[src/rtl/fft_frame_ctrl.sv]
// Ping-pong frame collector in front of the FFT/analyze pair: fills 16-sample
// frames, launches one at a time with a start/ready handshake, and returns the peak bin.
module fft_frame_ctrl #(
  parameter int unsigned DW = 16,
  parameter int unsigned CW = 8
) (
  input  logic             clk,
  input  logic             rst,
  input  logic             in_valid,
  input  logic [DW-1:0]    in_data,
  output logic             in_ready,
  output logic             fft_start,
  input  logic             fft_ready,
  output logic [16*DW-1:0] frame_data,
  input  logic             ana_done,
  input  logic [3:0]       ana_freq,
  output logic             freq_valid,
  output logic [3:0]       freq_out,
  output logic [CW-1:0]    frame_cnt,
  output logic             overflow
);

  typedef enum logic [1:0] {IDLE, LAUNCH, WAIT_RES} state_t;

  state_t        state_q, state_d;
  logic [DW-1:0] mem_q [2][16];
  logic [1:0]    full_q, full_d;
  logic          wr_bank_q, wr_bank_d;
  logic          rd_bank_q, rd_bank_d;
  logic [3:0]    wr_idx_q, wr_idx_d;
  logic          overflow_q, overflow_d;
  logic          freq_valid_q, freq_valid_d;
  logic [3:0]    freq_q, freq_d;
  logic [CW-1:0] cnt_q, cnt_d;

  logic handshake, release_wr, write_ok, wr_en;

  assign handshake  = (state_q == LAUNCH) & fft_ready;
  // A bank released by this cycle's launch may be refilled in the same cycle.
  assign release_wr = handshake & (rd_bank_q == wr_bank_q);
  assign write_ok   = !full_q[wr_bank_q] | release_wr;
  assign wr_en      = in_valid & write_ok;

  assign in_ready   = write_ok;
  assign fft_start  = (state_q == LAUNCH);
  assign freq_valid = freq_valid_q;
  assign freq_out   = freq_q;
  assign frame_cnt  = cnt_q;
  assign overflow   = overflow_q;

  always_comb begin
    frame_data = '0;
    for (int unsigned k = 0; k < 16; k++) begin
      frame_data[k*DW +: DW] = mem_q[rd_bank_q][k];
    end
  end

  always_comb begin
    full_d       = full_q;
    wr_bank_d    = wr_bank_q;
    wr_idx_d     = wr_idx_q;
    overflow_d   = overflow_q;
    rd_bank_d    = rd_bank_q;
    state_d      = state_q;
    freq_valid_d = 1'b0;
    freq_d       = freq_q;
    cnt_d        = cnt_q;

    if (handshake) begin
      full_d[rd_bank_q] = 1'b0;
      rd_bank_d         = ~rd_bank_q;
    end
    // Applied after the release so a same-cycle set of the same flag wins.
    if (wr_en) begin
      wr_idx_d = wr_idx_q + 4'd1;
      if (wr_idx_q == 4'd15) begin
        full_d[wr_bank_q] = 1'b1;
        wr_bank_d         = ~wr_bank_q;
      end
    end
    if (in_valid && !write_ok) begin
      overflow_d = 1'b1;
    end

    case (state_q)
      IDLE:     if (full_q[rd_bank_q]) state_d = LAUNCH;
      LAUNCH:   if (handshake) state_d = WAIT_RES;
      WAIT_RES: begin
        if (ana_done) begin
          freq_d       = ana_freq;
          freq_valid_d = 1'b1;
          cnt_d        = cnt_q + CW'(1);
          state_d      = IDLE;
        end
      end
      default:  state_d = IDLE;
    endcase
  end

  always_ff @(posedge clk) begin
    if (rst) begin
      state_q      <= IDLE;
      full_q       <= '0;
      wr_bank_q    <= 1'b0;
      rd_bank_q    <= 1'b0;
      wr_idx_q     <= '0;
      overflow_q   <= 1'b0;
      freq_valid_q <= 1'b0;
      freq_q       <= '0;
      cnt_q        <= '0;
    end else begin
      state_q      <= state_d;
      full_q       <= full_d;
      wr_bank_q    <= wr_bank_d;
      rd_bank_q    <= rd_bank_d;
      wr_idx_q     <= wr_idx_d;
      overflow_q   <= overflow_d;
      freq_valid_q <= freq_valid_d;
      freq_q       <= freq_d;
      cnt_q        <= cnt_d;
    end
  end

  always_ff @(posedge clk) begin
    if (wr_en) begin
      mem_q[wr_bank_q][wr_idx_q] <= in_data;
    end
  end

endmodule

[config.mk]
export PLATFORM = sky130hd
export DESIGN_NAME = fft_frame_ctrl
export DESIGN_NICKNAME = d
export VERILOG_FILES = /design/src/rtl/fft_frame_ctrl.sv
export SDC_FILE = /design/constraint.sdc
export NUM_CORES = 1
export LEC_CHECK = 0
export CORE_ASPECT_RATIO = 0.9
export CORE_UTILIZATION = 37
export CTS_CLUSTER_SIZE = 14
export DETAILED_ROUTE_END_ITERATION = 6
export SKIP_CTS_REPAIR_TIMING = 1
export SLEW_MARGIN = 15
export SYNTH_ARGS = -nofsm -noshare
export SYNTH_HDL_FRONTEND = slang
export SYNTH_SLANG_ARGS = --single-unit
[constraint.sdc]
create_clock -name clk -period 3.95 [get_ports clk]
set_input_delay 0.9875 -clock clk [delete_from_list [all_inputs] [get_ports clk]]
set_output_delay 0.9875 -clock clk [all_outputs]
set_load 0.01 [all_outputs]
==> run metrics, run 1 <==
status=finished, final reports clean; Worst Hold Class=register to register; die area=approximately 54000 um^2; CP Data Arrival Time=2.64 ns; main flop type after synthesis=edfxtp_1; largest net degree at the start of global routing=78; Port-buffer cells=296; clk sinks=537; grt total ovfl=0; Layout Nets=1347; fin cells=2050; reg2reg start=wr_bank_q; yosys warns=0; Worst Hold Depth=2; Tcrit/Tclk final=91.9%; fraction of layout cells with a size suffix above 1=just under 30%; Worst EP required=2.96 ns; Max-cap violations=0; Finished Core Util=48.7%; RSZ-0062 raised after global routing=no; IO Pins=297; Reg-to-Reg End=mem_q[0][127]; mean number of vias per cell=4.87; Leak=0.00820 uW; Num CTS Buffers=53; final hold vios=0; Tmin final=3.63 ns; Mapped Area=19700 um^2; row count=roughly 80; Syn Nets=994; height of the die=221 um; Worst-Skew Late Latency=around 0.59 ns; async set-reset flop share out of synthesis=0%; number of global-route vias before repair=10100; Initial Util=between 30% and 40%; Worst setup SP type=input port; Vias=9979; total power=11600 uW; Avg Inst Size Synth=20.5 um^2; Clock Path Buffers=3; HPWL after detailed placement=about 28000 um; R2R setup slack=roughly 1.5 ns; Post-route DRC=0; PwrDens=roughly 460 nW/um^2; fillcell total=4354; FMAX=275 MHz; CORE AREA=52200 um^2; post-synth cell types=40; H-tree Lvls=2; pre-CTS setup slack=0.309 ns; Hold Path Sink=freq_out[2]; dpl cells=around 2000; area of the multi-input gates=3710 um^2; number of cells on the worst reg-to-reg path=5; routed wire length=47600 um; Seq/Total Area, Yosys=80.4%; Final ANT Viol Nets=0; kind of critical path=input port to output pin; Final Setup Violations=0; Post-synth EDFFs=512; clock-pin slew on the worst setup and hold paths=roughly 0.060 ns; Max Slew Vio Count=0; Worst slew margin=37.5%; CTS tree=built; Setup WS post-layout=0.318 ns; GP Congestion=0.735; CP max FO=5; DR iter-0 viols=696; total negative slack=0 ns; Cells after Synth=964; maximum vdd drop=0.000350 V; Total GRT Usage=17.2%; Seq cells post-synth=537; Area Overhead vs Synth=28.6%; Max Clock Skew=0.0201 ns; drt pass-1 iters=5; first-pass GRT wire length=67500 um; endpoint class of the critical path=output pin; Die W=246 um; Worst-Margin Slew=0.937 ns; Seq. cell area=roughly 16000 um^2; hold path start=freq_out[2]; CTS root buffer=clkbuf_16; wire per inst=23.2 um; initial antenna violation count=0
## power by group
group	internal, uW	total [uW]	leakage, uW	switching (uW)
registers	6270	6280	0.00481	9.96
clock network	2930	5010	0.000847	2090
logic	86.5	289	0.00254	203
## layout by cell type (no fill, tap or decap), drive strengths merged, types with 5 or more instances in the layout
cell type,instances
edfxtp,512
clkdlybuf4s50,280
mux2,258
clkbuf,63
buf,54
nor2,46
dfxtp,25
clkinv,24
nand2,21
a21oi,9
nand3b,7
bufinv,6
inv,6
ha,5
## state kept, by name (all words and copies together) (netlist names), named ones only
signal      count
rd_bank_q       1
freq_valid      1
overflow        1
wr_bank_q       1
state_q         2
wr_idx_q        4
freq_out        4
full_q          2
mem_q         512
frame_cnt       8
## cell families after synthesis
kind of cell	count (synthesis)	synth area share, %
compound gates	20	0.868
xor+xnor	8	0.355
flops	537	80.4
buf+inv	39	0.944
simple gates	96	2.35
fa+ha+maj	5	0.317
mux	259	14.8
## through the flow
step,area (um^2),hold slack (ns)
after global routing,25400,0.488
after floorplan,19700,0.470
after detailed placement,23700,0.451
after global placement,23700,0.443
after CTS,25400,0.463
final,25400,0.462
## critical path, cell delays in order
cell,delay (ns)
clkdlybuf4s50_1,0.56
nand3b_1,0.17
a32oi_1,0.26
clkdlybuf4s50_1,0.66
## synth_stat cells, drive strengths merged (2+ instances only)
cell type  instances  area, um^2
edfxtp           512       15400
mux2             258        2910
nor2              46         173
buf               30         153
dfxtp             25         500
nand2             21        86.3
a21oi              9        45.0
nand3b             7        52.6
clkbuf             6        22.5
ha                 5        62.6
nand4              4        31.3
nor2b              4        25.0
xnor2              4        35.0
xor2               4        35.0
inv                3        11.3
nand3              3        15.0
o31ai              3        50.1
nand2b             2        12.5
nor3               2        10.0
o22ai              2        26.3
or3                2        12.5
## cell type report
cell class	instances	share of cell area, %
Clock buffer	63	5.54
Antenna cell	3	0.0296
Multi-Input combinational cell	388	14.6
Sequential cell	537	62.5
Timing Repair Buffer	334	12.6
Clock inverter	34	1.26
Tap cell	688	3.39
Inverter	3	0.0443
## layer usage
metal  up-vias  part of all wire [%]  wire, um  GRT usage (%)
met5         -                     0         0              0
met4         0                   1.8       855           4.41
met3        59                   6.4      3040           3.93
met2       302                    47     22200           26.9
met1      5133                    45     21600           24.3
li1       4485                     -         -              -
## worst max-delay path by stage
stage                     startpoint               to  slack [ns]
after global placement     fft_ready         in_ready        0.35
after global routing        register   frame_data[16]        0.24
after CTS                   register  frame_data[243]        0.29
after floorplan             in_valid     mem_q[0][16]        1.14
final                      fft_ready         in_ready        0.32
after detailed placement   fft_ready         in_ready        0.31
Note: power is estimated with default switching activity, not from simulation.
==> run 2: changes to the inputs <==
--- a/config.mk
+++ b/config.mk
@@ -5,11 +5,13 @@
 export SDC_FILE = /design/constraint.sdc
 export NUM_CORES = 1
 export LEC_CHECK = 0
+export CELL_PAD_IN_SITES_DETAIL_PLACEMENT = 0
+export CELL_PAD_IN_SITES_GLOBAL_PLACEMENT = 2
 export CORE_ASPECT_RATIO = 0.9
 export CORE_UTILIZATION = 37
 export CTS_CLUSTER_SIZE = 14
 export DETAILED_ROUTE_END_ITERATION = 6
-export SKIP_CTS_REPAIR_TIMING = 1
+export PLACE_DENSITY_LB_ADDON = 0.1
 export SLEW_MARGIN = 15
 export SYNTH_ARGS = -nofsm -noshare
 export SYNTH_HDL_FRONTEND = slang
==> run 2 against run 1 <==
  * Non-clock buffer count up 6
  * Power fell by 0.23%
  * Design area is 0.32% higher
  * Via count down 1.3%
  * Maximum frequency down 1.2%
  * Die area stayed put
==> run metrics, run 2 (synthesis gave the netlist of run 1 again) <==
reg2reg start=wr_bank_q; Num CTS Buffers=54 (+1.9%); Die W=246 um (unchanged); row count=79 (unchanged); HPWL after detailed placement=29100 um (+4.8%); clock-pin slew on the worst setup and hold paths=0.06 ns (about the same); CORE AREA=52200 um^2 (unchanged); Most flops, register=mem_q; IO Pins=297 (unchanged); status=finished, final reports clean; mean number of vias per cell=4.79 (-1.5%); first-pass GRT wire length=71300 um (+5.6%); CP max FO=37 (+32); Worst-Skew Late Latency=0.60 ns (about the same); CTS root buffer=clkbuf_16; Hold Path Sink=freq_out[2]; FMAX=272 MHz (-1.2%); # resized after CTS=0; PwrDens=453 nW/um^2 (-0.54%); kind of critical path=register to output pin; DR iter-0 viols=576 (-17%); Max Clock Skew=0.0206 ns (+0.000510 ns); final hold vios=0 (unchanged); height of the die=221 um (unchanged); drt pass-1 iters=5 (unchanged); maximum vdd drop=0.000341 V (-2.5%); initial antenna violation count=1 (+1); routed wire length=49400 um (+3.8%); Clock Path Buffers=3 (unchanged); Tcrit/Tclk final=93.1% (+1.1 points); Worst EP required=2.96 ns (about the same); post-CTS setup buffer count=0; GP Congestion=0.734 (about the same); number of cells on the worst reg-to-reg path=5 (unchanged); Finished Cell Area=25500 um^2 (+0.32%); total negative slack=0 ns (unchanged); Post-route DRC=0 (unchanged); critical path cell sequence=buf_4 -> mux2_2 -> clkdlybuf4s50_1; RSZ-0062 raised after global routing=no; Vias=9846 (-1.3%); number of global-route vias before repair=10500 (+3.9%); Max Slew Vio Count=0 (unchanged); most frequent cells in the layout=edfxtp_1, clkdlybuf4s50_1, mux2_2; H-tree Lvls=2 (unchanged); Area after DPL=23700 um^2 (+0.35%); Hold Slack=0.457 ns (-0.00459 ns); wire per inst=24.1 um (+3.5%); Worst Hold Class=register to register; max incr delay on CP=0.77 ns (+0.11 ns); grt total ovfl=0 (unchanged); R2R setup slack=1.42 ns (-0.04 ns); Worst-Margin Slew=0.965 ns (+0.0282 ns); slowest CP cell=dfxtp_4; Post-CTS Hold Buffers=0; Port-buffer cells=296 (unchanged); max reg flops=512 (unchanged); Worst slew margin=35.7% (-1.9 points); commonest non-fill, non-tap cell in the layout=edfxtp_1; Leak=0.00824 uW (+0.52%); CP Data Arrival Time=2.69 ns (+0.05 ns); hold path start=freq_out[2]; Layout Nets=1354 (+0.52%); critical path's top delay family=buffers and inverters; Reg-to-Reg End=mem_q[0][228]; largest net degree at the start of global routing=43 (-45%); total power=11600 uW (-0.23%); fillcell total=4462 (+2.5%); clk sinks=537 (unchanged); Initial Util=37.8% (unchanged); Total GRT Usage=18.4% (+1.1 points); Final ANT Viol Nets=0 (unchanged); Buf/Inv on CP=2 (unchanged); Tmin final=3.68 ns (+0.0441 ns); Final Setup Violations=0 (unchanged); endpoint class of the critical path=output pin; fraction of layout cells with a size suffix above 1=29.5% (-0.35 points); die area=54300 um^2 (unchanged); Worst setup SP type=register; Area Overhead vs Synth=29.0%; Max-cap violations=0 (unchanged); CTS tree=built; Worst Hold Depth=2 (unchanged)
-- run 2: cell types whose count changed in the layout (fill, tap and decap cells not counted), sizes merged --
cell / change
clkinv: -9
buf: +6
clkinvlp: -1
bufinv: -2
diode: -2
inv: -3
clkbuf: +15
-- run 2: how the worst max path moves through the flow --
stage,startpoint,to,slack (ns),cells past startpoint
after CTS,register,frame_data[224],0.20,3
after floorplan,in_valid,mem_q[0][16],1.14,4
final,register,frame_data[224],0.27,3
after global placement,fft_ready,in_ready,0.37,4
after detailed placement,fft_ready,in_ready,0.34,4
after global routing,register,frame_data[225],0.14,3
-- run 2: layer usage --
layer  wire length (um)  track usage [%]
met1              22000             25.1
met4                681             4.45
met3               2800             4.17
met5                  0                0
met2              24000             29.6
-- run 2: where the power goes --
group / internal (uW) / leakage [uW] / total [uW] / switching [uW]
sequential: 6270 / 0.00481 / 6280 / 10.1
combinational: 86.5 / 0.00258 / 292 / 205
clock: 2950 / 0.000845 / 4980 / 2030
total: 9310 / 0.00824 / 11600 / 2240
-- run 2: cell type report --
class,count,area [um^2],area share [%]
diodes,1,2.50,0.00982
clock buffers,78,1550,6.06
clock inverters,19,184,0.722
inverters,3,11.3,0.0442
multi-input cells,388,3700,14.5
flip-flops and latches,537,15900,62.3
well taps,688,861,3.38
repair buffers,340,3300,13.0
-- run 2: metrics by stage --
step                      util (%)  setup WS [ns]  std cells
after floorplan                  -           1.14        964
after global placement        45.5          0.373       1956
after detailed placement      45.5          0.338       1956
after CTS                     48.8          0.198       2053
after global routing          48.8          0.135       2053
final                         48.8          0.274       2054
-- run 2: worst reg2reg max path, stage by stage, from the launching register on --
cell and delay (ns):
dfxtp_1 0.67, xor2_1 0.19, o22ai_4 0.37, nand2_1 0.45, nor2_1 0.27, buf_4 0.28
==> run 3: changes to the inputs <==
==> config.mk (replaced) <==
export PLATFORM = sky130hd
export DESIGN_NAME = fft_frame_ctrl
export DESIGN_NICKNAME = d
export VERILOG_FILES = /design/src/rtl/fft_frame_ctrl.sv
export SDC_FILE = /design/constraint.sdc
export NUM_CORES = 1
export LEC_CHECK = 0
export CORE_ASPECT_RATIO = 0.9
export CORE_MARGIN = 10
export CORE_UTILIZATION = 37
export CTS_CLUSTER_SIZE = 14
export DETAILED_ROUTE_END_ITERATION = 6
export SLEW_MARGIN = 15
export SYNTH_ARGS = -nofsm -noshare
export SYNTH_HDL_FRONTEND = slang
export SYNTH_SLANG_ARGS = --single-unit
==> run 3 against run 2 <==
  * Via count is 2.8% higher
  * Die area up 16%
  * Global-route usage fell by 2.8 points
  * Hold slack got worse by 0.0022 ns
  * Sequential power hardly changed
  * Clock power fell by 3%
  * Maximum frequency increased by 0.90%
  * Utilization decreased by 0.86 points
  * Clock skew decreased by 0.0013 ns
  * Register-to-register slack better by 0.09 ns
  * First-iteration DRC count increased by 30%
  * Setup slack improved by 0.033 ns
  * Critical path type unchanged
  * Largest cell class unchanged
  * Highest routed layer unchanged
==> run metrics, run 3 (synthesis gave the netlist of run 1 again) <==
endpoint class of the critical path=output pin; fraction of layout cells with a size suffix above 1=29.8% (+0.31 points); Tcrit/Tclk final=92.2% (-0.83 points); Sw Pwr=2280 uW (+1.6%); total negative slack=0 ns (unchanged); DR iter-0 viols=746 (+30%); post-CTS setup buffer count=0 (unchanged); GRT met2 Usage=25.7% (-3.9 points); Worst-Margin Slew=0.999 ns (+0.0338 ns); Setup WS post-layout=0.307 ns (+0.0328 ns); # resized after CTS=0 (unchanged); Worst slew margin=33.4% (-2.3 points); Post-route DRC=0 (unchanged); CTS root buffer=clkbuf_16; most frequent cells in the layout=edfxtp_1, clkdlybuf4s50_1, mux2_2; CORE AREA=53000 um^2 (+1.5%); Final ANT Viol Nets=0 (unchanged); R2R setup slack=1.51 ns (+0.09 ns); Worst EP required=2.96 ns (about the same); Power Internal=9110 uW (-2.1%); H-tree Lvls=2 (unchanged); Num CTS Buffers=54 (unchanged); Max Slew Vio Count=0 (unchanged); drt pass-1 iters=5 (unchanged); Leak=0.00820 uW (-0.46%); wire per inst=24.4 um (+1.3%); kind of critical path=register to output pin; commonest non-fill, non-tap cell in the layout=edfxtp_1; gr busiest metal=met2; maximum vdd drop=0.000320 V (-6.2%); total power=11400 uW (-1.4%); Die W=264 um (+7.3%); clk sinks=537 (unchanged); Post-CTS Hold Buffers=0 (unchanged); Vias=10100 (+2.8%); Combinational Power Share=2.6% (about the same); Clock Path Buffers=3 (unchanged); RSZ-0062 raised after global routing=no; CP max FO=67 (+81%); number of global-route vias before repair=10600 (+0.70%); GRT met1 Usage=20.7% (-4.4 points); clock-pin slew on the worst setup and hold paths=0.06 ns (about the same); max reg flops=512 (unchanged); grt total ovfl=0 (unchanged); CP Data Arrival Time=2.66 ns (-0.03 ns); Area Overhead vs Synth=28.6%; reg2reg start=wr_bank_q; Port-buffer cells=296 (unchanged); number of cells on the worst reg-to-reg path=5 (unchanged); PwrDens=448 nW/um^2 (-1.1%); status=finished, final reports clean; FMAX=275 MHz (+0.90%); switching share of total power=20.0% (+0.60 points); Max-cap violations=0 (unchanged); initial antenna violation count=1 (unchanged); pre-CTS setup slack=0.415 ns (+0.0766 ns); first-pass GRT wire length=72300 um (+1.4%); Seq pwr share=55.1% (+0.7 points); met3 Usage GRT=3.33% (-0.84 points); Layout Nets=1357 (+0.22%); Total GRT Usage=15.6% (-2.8 points); row count=80 (+1.3%); Max Clock Skew=0.0193 ns (-0.00126 ns); die area=63000 um^2 (+16%); Worst-Skew Late Latency=0.59 ns (about the same); Finished Core Util=48.0% (-0.86 points); share of total power in the clock network=42.2% (-0.9 points); largest net degree at the start of global routing=68 (+58%); HPWL after detailed placement=30500 um (+5.1%); routed wire length=50400 um (+2.1%); Tmin final=3.64 ns (-0.0328 ns); CTS tree=built; Worst setup SP type=register; CP endpoint=frame_data[252]; dpl cells=1968 (+0.61%); GP Congestion=0.729 (-0.78%); mean number of vias per cell=4.89 (+2.1%); IO Pins=297 (unchanged); fin cells=2069 (+0.73%); height of the die=239 um (+8.1%); Reg-to-Reg End=mem_q[0][30]; Most flops, register=mem_q; final hold vios=0 (unchanged); Initial Util=37.3% (-0.54 points); Worst Hold Class=register to register; Final Setup Violations=0 (unchanged)
[run 3: cell count changes in the layout (fill, tap and decap cells not counted), sizes merged]
cell	delta
bufinv	-2
buf	+3
clkinvlp	+6
clkbuf	-11
clkinv	+10
[run 3: power by group through the flow]
stage / Clock, uW / Combinational [uW] / Sequential [uW]
3_5_place_dp: 0 / 312 / 6400
4_1_cts: 4950 / 313 / 6280
5_1_grt: 5160 / 322 / 6280
3_3_place_gp: 0 / 306 / 6400
2_1_floorplan: 0 / 73.5 / 6400
6_report: 4810 / 300 / 6280
[run 3: layout make-up]
cell class              count  area (um^2)
clock buffers              67         1460
clock inverters            33          216
fillers                  4442        27600
well taps                 697          872
flip-flops and latches    537        15900
repair buffers            343         3260
multi-input cells         388         3690
inverters                   3         11.3
diodes                      1         2.50
[run 3: how the worst min path moves through the flow]
stage,start,endpoint,slack (ns),depth (start not counted)
floorplan,state_q[1],state_q[0],0.47,1
CTS,freq_out[2],freq_out[2],0.46,2
global route,freq_out[2],freq_out[2],0.48,2
detailed placement,freq_out[2],freq_out[2],0.45,2
global placement,freq_out[1],freq_out[1],0.44,2
finish,freq_out[2],freq_out[2],0.46,2
[run 3: critical path, cell delays in order, from the launching register on]
cell	delay, ns
dfxtp_4	0.67
buf_12	0.38
mux2_2	0.43
clkdlybuf4s50_1	0.50
[run 3: metal layers]
metal / vias to the layer above / wire length (um) / part of all wire [%]
met1: 5213 / 21900 / 43
met4: 0 / 833 / 1.7
met2: 357 / 24400 / 48
li1: 4489 / - / -
met5: - / 0 / 0
met3: 67 / 3240 / 6.4
[run 3: through the flow]
stage | hold WS, ns | instance area (um^2)
detailed placement | 0.452 | 23700
floorplan | 0.470 | 19700
finish | 0.455 | 25400
global placement | 0.444 | 23700
CTS | 0.458 | 25400
global route | 0.476 | 25400
